File: src/rtl/fmcw_pkg.sv
// Shared FMCW front-end definitions: default sample/filter geometry and the chirp scheduler state encoding.
package fmcw_pkg;

    localparam int DEF_DATA_W  = 16;
    localparam int DEF_OUT_W   = 28;
    localparam int DEF_TAPS    = 16;
    localparam int DEF_N_SAMP  = 256;
    localparam int DEF_N_CHIRP = 64;

    typedef enum logic [2:0] {
        ST_IDLE,
        ST_WAIT_CHIRP,
        ST_RUN,
        ST_DRAIN,
        ST_ABORT
    } state_t;

endpackage

File: src/rtl/fir_chirp_scheduler.sv
// Feeds one chirp of ADC samples plus a TAPS-1 zero flush into an external FIR and forwards its steady-state results.
// All outputs registered (1-cycle latency); no backpressure -- samples arriving outside RUN are dropped and flagged.
module fir_chirp_scheduler
    import fmcw_pkg::*;
#(
    parameter int DATA_W  = DEF_DATA_W,
    parameter int OUT_W   = DEF_OUT_W,
    parameter int TAPS    = DEF_TAPS,
    parameter int N_SAMP  = DEF_N_SAMP,
    parameter int N_CHIRP = DEF_N_CHIRP
)(
    input  logic                       clk,
    input  logic                       rst_n,
    input  logic                       start,
    input  logic                       abort,
    input  logic                       chirp_start,
    input  logic                       adc_valid,
    input  logic [DATA_W-1:0]          adc_data,
    output logic                       fir_ready,
    output logic [DATA_W-1:0]          fir_mix_data,
    input  logic                       fir_valid,
    input  logic [OUT_W-1:0]           fir_data,
    output logic                       out_valid,
    output logic [OUT_W-1:0]           out_data,
    output logic                       out_sop,
    output logic                       out_eop,
    output logic [$clog2(N_CHIRP)-1:0] chirp_idx,
    output logic                       busy,
    output logic                       frame_done,
    output logic                       overrun
);

    localparam int CI_W  = $clog2(N_CHIRP);
    localparam int IN_W  = $clog2(N_SAMP + 1);
    localparam int RES_W = $clog2(N_SAMP + TAPS);
    localparam int FL_W  = $clog2(TAPS + 1);
    localparam int IF_W  = $clog2(N_SAMP + TAPS) + 1;

    localparam logic [IN_W-1:0]  IN_LAST   = IN_W'(N_SAMP - 1);
    localparam logic [RES_W-1:0] RES_FIRST = RES_W'(TAPS - 1);
    localparam logic [RES_W-1:0] RES_LAST  = RES_W'(N_SAMP + TAPS - 2);
    localparam logic [RES_W-1:0] RES_END   = RES_W'(N_SAMP + TAPS - 1);
    localparam logic [FL_W-1:0]  FL_LAST   = FL_W'(TAPS - 1);
    localparam logic [CI_W-1:0]  CI_LAST   = CI_W'(N_CHIRP - 1);

    state_t            state, state_nxt;
    logic [IN_W-1:0]   in_cnt;
    logic [RES_W-1:0]  res_cnt;
    logic [FL_W-1:0]   flush_cnt;
    logic [IF_W-1:0]   inflight;
    logic              eop_done;

    logic abort_hit, take, flush_done, inject, fwd_window, fwd, last_res;
    logic chirp_end, last_chirp, chirp_go, dec;

    always_comb begin
        abort_hit  = abort && (state == ST_WAIT_CHIRP || state == ST_RUN || state == ST_DRAIN);
        take       = (state == ST_RUN) && adc_valid && !abort;
        flush_done = (flush_cnt == FL_LAST);
        inject     = (state == ST_DRAIN || state == ST_ABORT) && !flush_done && !abort_hit;
        fwd_window = (state == ST_RUN || state == ST_DRAIN) && fir_valid && !abort;
        fwd        = fwd_window && (res_cnt >= RES_FIRST) && (res_cnt < RES_END);
        last_res   = fwd && (res_cnt == RES_LAST);
        chirp_end  = (state == ST_DRAIN) && flush_done && eop_done && !abort;
        last_chirp = (chirp_idx == CI_LAST);
        chirp_go   = (state == ST_WAIT_CHIRP) && chirp_start && !abort;
        // A result can only be retired against a pulse already issued or issuing now.
        dec        = fir_valid && (inflight != '0 || fir_ready);
    end

    always_comb begin
        state_nxt = state;
        unique case (state)
            ST_IDLE:       if (start) state_nxt = ST_WAIT_CHIRP;
            ST_WAIT_CHIRP: if (abort) state_nxt = ST_ABORT;
                           else if (chirp_start) state_nxt = ST_RUN;
            ST_RUN:        if (abort) state_nxt = ST_ABORT;
                           else if (take && in_cnt == IN_LAST) state_nxt = ST_DRAIN;
            ST_DRAIN:      if (abort) state_nxt = ST_ABORT;
                           else if (chirp_end) state_nxt = last_chirp ? ST_IDLE : ST_WAIT_CHIRP;
            ST_ABORT:      if (flush_done && !fir_ready && inflight == '0) state_nxt = ST_IDLE;
            default:       state_nxt = ST_IDLE;
        endcase
    end

    assign busy = (state != ST_IDLE);

    always_ff @(posedge clk or negedge rst_n) begin
        if (!rst_n) begin
            state        <= ST_IDLE;
            fir_ready    <= 1'b0;
            fir_mix_data <= '0;
            out_valid    <= 1'b0;
            out_data     <= '0;
            out_sop      <= 1'b0;
            out_eop      <= 1'b0;
            frame_done   <= 1'b0;
            chirp_idx    <= '0;
            overrun      <= 1'b0;
            in_cnt       <= '0;
            res_cnt      <= '0;
            flush_cnt    <= '0;
            inflight     <= '0;
            eop_done     <= 1'b0;
        end else begin
            state        <= state_nxt;
            fir_ready    <= take || inject;
            fir_mix_data <= take ? adc_data : '0;
            out_valid    <= fwd;
            out_data     <= fwd ? fir_data : '0;
            out_sop      <= fwd && (res_cnt == RES_FIRST);
            out_eop      <= last_res;
            frame_done   <= chirp_end && last_chirp;
            inflight     <= inflight + IF_W'(fir_ready) - IF_W'(dec);

            if (chirp_go) begin
                in_cnt   <= '0;
                res_cnt  <= '0;
                eop_done <= 1'b0;
            end else begin
                if (take)
                    in_cnt <= in_cnt + 1'b1;
                if (fwd_window && res_cnt < RES_END)
                    res_cnt <= res_cnt + 1'b1;
                if (last_res)
                    eop_done <= 1'b1;
            end

            // Every entry into a flushing state restarts the zero-injection count.
            if (state_nxt != state && (state_nxt == ST_DRAIN || state_nxt == ST_ABORT))
                flush_cnt <= '0;
            else if (inject)
                flush_cnt <= flush_cnt + 1'b1;

            if (state == ST_IDLE && start) begin
                chirp_idx <= '0;
                overrun   <= 1'b0;
            end else begin
                if (chirp_end && !last_chirp)
                    chirp_idx <= chirp_idx + 1'b1;
                if (adc_valid && !abort && (state == ST_WAIT_CHIRP || state == ST_DRAIN))
                    overrun <= 1'b1;
            end
        end
    end

endmodule

File: config.mk
export PLATFORM = sky130hd
export DESIGN_NAME = fir_chirp_scheduler
export DESIGN_NICKNAME = d
export VERILOG_FILES = /design/src/rtl/fmcw_pkg.sv /design/src/rtl/fir_chirp_scheduler.sv
export SDC_FILE = /design/constraint.sdc
export NUM_CORES = 1
export LEC_CHECK = 0
export ABC_AREA = 0
export ABC_CLOCK_PERIOD_IN_PS = 3100
export BUFFER_PORTS_ARGS = -buffer_cell sky130_fd_sc_hd__buf_2
export CORE_AREA = 2 2 97 193
export CTS_BUF_LIST = sky130_fd_sc_hd__clkbuf_2 sky130_fd_sc_hd__clkbuf_4 sky130_fd_sc_hd__clkbuf_8
export DETAILED_ROUTE_END_ITERATION = 10
export DIE_AREA = 0 0 99 195
export HOLD_SLACK_MARGIN = 0.15
export PLACE_DENSITY = 0.39
export SYNTH_ARGS = -nofsm -noshare
export SYNTH_HDL_FRONTEND = slang
export SYNTH_SLANG_ARGS = --single-unit
File: constraint.sdc
create_clock -name clk -period 3.1 [get_ports clk]
set_input_delay 0.31 -clock clk [delete_from_list [all_inputs] [get_ports clk]]
set_output_delay 0.31 -clock clk [all_outputs]
set_load 0.01 [all_outputs]
==> results of run 1 <==
## sequential cells by signal, summed over array words and instances, names as in the netlist, 3 cells and up
signal and flops:
inflight 10, out_data 28, res_cnt 9, chirp_idx 6
fir_mix_data 16, state 3, in_cnt 9, flush_cnt 5
## kinds of logic (layout without fill, tap and decap cells)
logic type | count (synthesis) | in the layout | share of synthesized area, %
AO/OA/AOI/OAI | 53 | 53 | 8.08
flip-flops | 93 | 93 | 55.4
XOR/XNOR | 20 | 20 | 4.17
buffers and inverters | 34 | 200 | 3.43
adder cells (fa/ha/maj) | 22 | 22 | 6.74
AND/OR/NAND/NOR | 154 | 154 | 21.0
multiplexers | 5 | 5 | 1.19
## layer usage
layer	global-route usage (%)	wire (µm)	vias up
li1	-	-	1611
met1	12.0	4100	1608
met2	20.6	5760	60
met3	1.79	258	14
met4	5.48	252	0
met5	0	0	-
## where the power goes
group | internal [mW] | total, mW | switching (mW)
registers | 1.38 | 1.49 | 0.118
clock network | 0.518 | 0.967 | 0.449
logic | 0.647 | 1.37 | 0.724
## path summary, 6_finish.rpt
check                                      startpoint                     to  slack [ps]  cells after the start
worst max-delay path            inflight[7]$_DFF_PN0_  inflight[8]$_DFF_PN0_         160                     13
worst min-delay path                            abort     state[1]$_DFF_PN0_         190                      2
worst max register to register  inflight[7]$_DFF_PN0_  inflight[8]$_DFF_PN0_         160                     13
worst min register to register    overrun$_DFFE_PN0P_    overrun$_DFFE_PN0P_         520                      2
max in group asynchronous                       rst_n  out_data[4]$_DFF_PN0_        1800                      3
min in group asynchronous                       rst_n     state[0]$_DFF_PN0_         500                      2
## area by class of cell
| cell class | instances | share of cell area, % |
|---|---|---|
| well taps | 213 | 4.64 |
| flip-flops and latches | 93 | 40.5 |
| multi-input cells | 254 | 30.8 |
| inverters | 23 | 1.50 |
| clock buffers | 13 | 2.90 |
| clock inverters | 3 | 1.18 |
| repair buffers | 161 | 18.4 |
## what timing repair did
| item | in CTS | in global routing |
|---|---|---|
| hold buffers | 45 | 0 |
| pin swaps | 0 | 6 |
| endpoints found under the hold margin | 90 | 0 |
| setup buffers | 0 | 2 |
| gates resized for setup | 2 | 7 |
| setup endpoints to repair | 1 | 1 |
## Yosys cell counts (6+ instances only)
master	n	area (µm²)
clkbuf_1	8	30.0
and2_1	48	300
inv_1	23	86.3
xnor2_1	13	114
a21oi_1	15	75.1
nand2_1	16	60.1
ha_1	21	263
a211oi_1	6	45.0
nand3_1	11	55.1
xor2_1	7	61.3
nor2_1	31	116
dfrtp_1	93	2330
o21ai_0	11	55.1
nor3_1	8	40.0
## critical path, cell delays in order (launching register included)
cell      delay [ps]
dfrtp_1          390
inv_1             80
ha_2             180
nand4b_1         110
nor4b_2          310
nor2b_1           80
ha_1             280
inv_1             50
ha_2             180
fa_2             390
a21oi_4          180
o221ai_2         140
o41ai_2          350
xnor2_1          100
## stage by stage
stage,utilization [%],setup TNS [ps],total power [mW]
4_1_cts,32.2,0,3.85
5_1_grt,32.4,-11.4,4.13
3_3_place_gp,28.3,-3.80,2.76
2_1_floorplan,-,0,2.42
6_report,32.4,0,3.83
3_5_place_dp,28.3,-44.5,2.78
==> impl_metrics.json, run 1 <==
{
  "n_antenna_cell": 0,
  "outcome": "completed",
  "dp.cells": 697,
  "layout_commonest_cell": "buf_2",
  "cts_buffers": 9,
  "finalCritPeriodShare_pct": 94.7,
  "power-per-cell-area_nw_per_um2": 668,
  "drive_above_1_share_pct": 27.2,
  "synthFlopType": "dfrtp_1",
  "core_um2": 17700,
  "ys_seq_area_share_pct": 55.4,
  "clockBufferDepth": 2,
  "hp-class": "in -> reg",
  "post-route-min-period_ps": 2940,
  "clkSinkCount": 93,
  "stdcell_area_um2": 5740,
  "rows": 69,
  "ff_latch_area_um2": 2330,
  "cts_tree": "done",
  "placed_area_um2": 5000,
  "netlist_area_um2": 4200,
  "vias": 3293,
  "first_pass_iters": 4,
  "fin_nets": 615,
  "area_delta_synth_final_pct": 36.8,
  "worstPathMaxFanout": 2,
  "end_kind": "flip-flop",
  "hold_viol_final": 0,
  "die_h_um": 195,
  "clock_latency_ps": 370,
  "relSlewSlack_pct": 55.5,
  "syn_avg_cell_area_um2": 11.0,
  "dieArea_um2": 19300,
  "grt_pass1_vias": 3492,
  "drv_cap": 0,
  "dp_slack_ps": -44.5,
  "ant_nets": 0,
  "fin_cells": 760,
  "whs_ps": 191,
  "syn-num-nets": 454,
  "arrival_ps": 3190,
  "fmax_mhz": 341,
  "cts.reportedPaths.clkPinSlew_ps": 100,
  "ctsRootBufferMaster": "clkbuf_8",
  "n_fill_cell": 1823,
  "ir_drop_v": 0.000196,
  "synth_edf_count": 0,
  "wirelength_um": 10400,
  "portBuffers": 107,
  "yosysWarningCount": 0,
  "gp_congestion": 0.768,
  "overflow": 0,
  "cellLeakagePower_nw": 2.89,
  "initial_core_util_pct": 23.7,
  "hpwl_um": 7260,
  "startpoint_type": "flip-flop",
  "first_iter_violations": 81,
  "setup_violations": 0,
  "antenna_found_initial": 0,
  "syn_inst": 381,
  "tightestPinTransition_ps": 668,
  "multi_input_area_um2": 1770,
  "die_x_um": 99,
  "path_class": "reg -> reg",
  "required_ps": 3360,
  "wl_per_cell_um": 13.6,
  "ios": 108,
  "htreeDepth": 3,
  "layout_common_cells": "buf_2, dfrtp_1, and2_1",
  "grt_max_degree": 49,
  "grt_pass1_wl_um": 17000,
  "ys_ff_latch": 93,
  "skew_ps": 11.5,
  "vias_per_cell": 4.33,
  "fin_ws_ps": 164,
  "maxSlewViolCount": 0,
  "drc_errors": 0,
  "ys_types": 52,
  "grtUsageTotal_pct": 11.1,
  "synthArstFlopShare_pct": 100
}
Note: power is estimated with default switching activity, not from simulation.
==> run 2: changes to the inputs <==
- ABC_AREA: 0 -> 1
- CORE_AREA: 2 2 97 193 -> 2 2 100 199
- DIE_AREA: 0 0 99 195 -> 0 0 102 201
==> impl_metrics.json, run 2 <==
{
  "grtUsageTotal_pct": 11.0,
  "skew_ps": 14.1,
  "startpoint_type": "flip-flop",
  "syn_inst": 542,
  "grt_max_degree": 48,
  "hpwl_um": 7640,
  "portBuffers": 107,
  "first_iter_violations": 136,
  "power-per-cell-area_nw_per_um2": 696,
  "drive_above_1_share_pct": 19.4,
  "htreeDepth": 3,
  "r2r_slack_ps": 520,
  "fin_cells": 964,
  "totalNegativeSetupSlack_ps": 0,
  "die_x_um": 102,
  "yosysWarningCount": 0,
  "ctsRootBufferMaster": "clkbuf_8",
  "path_buf_inv": 2,
  "busiest_layer": "met2",
  "drc_errors": 0,
  "arrival_ps": 2850,
  "core_um2": 19100,
  "ff_latch_area_um2": 2330,
  "netlist_area_um2": 4510,
  "cts.reportedPaths.clkPinSlew_ps": 100,
  "overflow": 0,
  "power_frac_comb_pct": 37.9,
  "grtUsageMet1_pct": 14.0,
  "drv_cap": 0,
  "placed_area_um2": 5340,
  "synthArstFlopShare_pct": 100,
  "largest_reg_flops": 28,
  "maxSlewViolCount": 0,
  "worstPathMaxFanout": 4,
  "crit_family": "adder cells",
  "dp_slack_ps": 533,
  "yosys-top-cells-count": "inv_1, nand2_1, dfrtp_1",
  "grt_pass1_wl_um": 18100,
  "n_fill_cell": 2054,
  "hold_end": "state[2]$_DFF_PN0_",
  "yosys.area.top_type": "dfrtp_1",
  "layout_commonest_cell": "inv_1",
  "required_ps": 3370,
  "dp.cells": 903,
  "grt_pass1_vias": 3892,
  "ios": 108,
  "hp-class": "in -> reg",
  "layout_common_cells": "inv_1, buf_2, nand2_1",
  "relSlewSlack_pct": 57.2,
  "pwr-share-seq_pct": 39.2,
  "slowest_stage": "fa_1",
  "fmax_mhz": 388,
  "use_met3_pct": 2.16,
  "ys_types": 26,
  "cts_tree": "done",
  "cp-startpoint": "inflight[6]$_DFF_PN0_",
  "syn_avg_cell_area_um2": 8.32,
  "post-route-min-period_ps": 2580,
  "largestRegisters": "out_data (28), fir_mix_data (16), inflight (10)",
  "cts_setup_buffers": 0,
  "crit_path_cell_trace": "inv_1 -> ha_1 -> nand4_1 -> nor3_1 -> nor2_1 -> ha_1 -> inv_1 -> ha_1 -> fa_1 -> nand3_1 -> nand2_1 -> nand3_1 -> nand2_1 -> nand2_1 -> nand2_1",
  "n_antenna_cell": 0,
  "synth_edf_count": 0,
  "stdcell_area_um2": 6030,
  "antenna_found_initial": 0,
  "vias_per_cell": 3.97,
  "rows": 72,
  "fin_nets": 773,
  "netSwitchingFraction_pct": 39.2,
  "dieArea_um2": 20500,
  "fin_ws_ps": 523,
  "regMostFlops": "out_data",
  "worstRegToRegCells": 15,
  "clkSinkCount": 93,
  "p_int_mw": 2.55,
  "path_class": "reg -> reg",
  "hp-start": "abort",
  "cellLeakagePower_nw": 3.53,
  "critPathMaxStageDelay_ps": 450,
  "wirelength_um": 10900,
  "area_delta_synth_final_pct": 33.7,
  "first_pass_iters": 4,
  "synthFlopType": "dfrtp_1",
  "wl_per_cell_um": 11.3,
  "whs_ps": 300,
  "initial_core_util_pct": 23.6,
  "end_kind": "flip-flop",
  "outcome": "completed",
  "use_met2_pct": 18.0,
  "synth_most_common_cell": "inv_1",
  "worstHoldPathCells": 3,
  "hold_viol_final": 0,
  "r2r_start": "inflight[6]$_DFF_PN0_",
  "ir_drop_v": 0.000220,
  "gp_congestion": 0.744,
  "synthTopCellsByArea": "dfrtp_1, inv_1, nand2_1, nor2_1, ha_1",
  "rr_endpoint": "inflight[8]$_DFF_PN0_",
  "clock_latency_ps": 380,
  "vias": 3823,
  "crit_top_cell": "nand2_1",
  "ant_nets": 0,
  "finalCritPeriodShare_pct": 83.1,
  "setup_violations": 0,
  "clkPwrFrac_pct": 22.9,
  "multi_input_area_um2": 1660,
  "die_h_um": 201,
  "ys_seq_area_share_pct": 51.6,
  "tightestPinTransition_ps": 641,
  "clockBufferDepth": 2,
  "syn-num-nets": 615,
  "ys_ff_latch": 93,
  "cts_buffers": 9,
  "rsz0062_at_grt": "false",
  "synth_top_cell_area_share_pct": 51.6,
  "cts.repair.resized": 0,
  "postCtsHoldBufs": 45,
  "power.switching_mw": 1.64
}
==> run 2: cell count changes after synthesis, sizes merged, moves of 13 or more <==
cell / change
and2: -48
inv: +98
nand2: +84
nand3: +34
nand4: +14
nor2: +52
xnor2: -13
==> run 2: kinds of logic (layout without fill, tap and decap cells) <==
family | count (synthesis) | count (layout) | share of synthesized area (%)
AOI/OAI and AO/OA | 31 | 31 | 3.61
xor gates and xnor gates | 13 | 13 | 2.53
adders and majority gates | 22 | 22 | 6.27
buffers and inverters | 129 | 292 | 11.4
DFF | 93 | 93 | 51.6
and+or+nand+nor | 254 | 254 | 24.5
==> run 2: worst max path at each step <==
stage / end / slack, ps / cells after the start
detailed placement: inflight[8]$_DFF_PN0_ / 530 / 15
floorplan: inflight[8]$_DFF_PN0_ / 810 / 15
global route: inflight[8]$_DFF_PN0_ / 250 / 15
global placement: inflight[8]$_DFF_PN0_ / 560 / 15
finish: inflight[8]$_DFF_PN0_ / 520 / 15
CTS: inflight[8]$_DFF_PN0_ / 500 / 15
==> run 2: layer usage <==
metal / share of wire [%] / vias up
li1: - / 1962
met1: 46 / 1766
met2: 48 / 83
met3: 3.9 / 12
met4: 1.9 / 0
met5: 0 / -
==> run 2: through the flow <==
step	power, mW	util [%]
2_1_floorplan	2.78	-
3_3_place_gp	3.24	28.0
3_5_place_dp	3.22	28.0
4_1_cts	4.28	31.6
5_1_grt	4.61	31.6
6_report	4.19	31.6
==> run 2: layout make-up <==
cell class              count  area share, %
clock buffers              10           2.28
clock inverters             6           1.58
inverters                 121           7.54
multi-input cells         320           27.6
flip-flops and latches     93           38.6
well taps                 259           5.38
repair buffers            155           17.0
==> run 2: tightest hold or removal path, cell delays in order <==
cell     delay, ps
buf_2          120
nand3_1        150
nand2_1         70
==> run 2: power groups by stage <==
stage / combinational, mW / clock (mW) / sequential, mW
5_1_grt: 1.87 / 1.07 / 1.68
3_5_place_dp: 1.56 / 0 / 1.67
3_3_place_gp: 1.58 / 0 / 1.66
4_1_cts: 1.61 / 1.03 / 1.64
6_report: 1.59 / 0.961 / 1.64
2_1_floorplan: 1.14 / 0 / 1.64
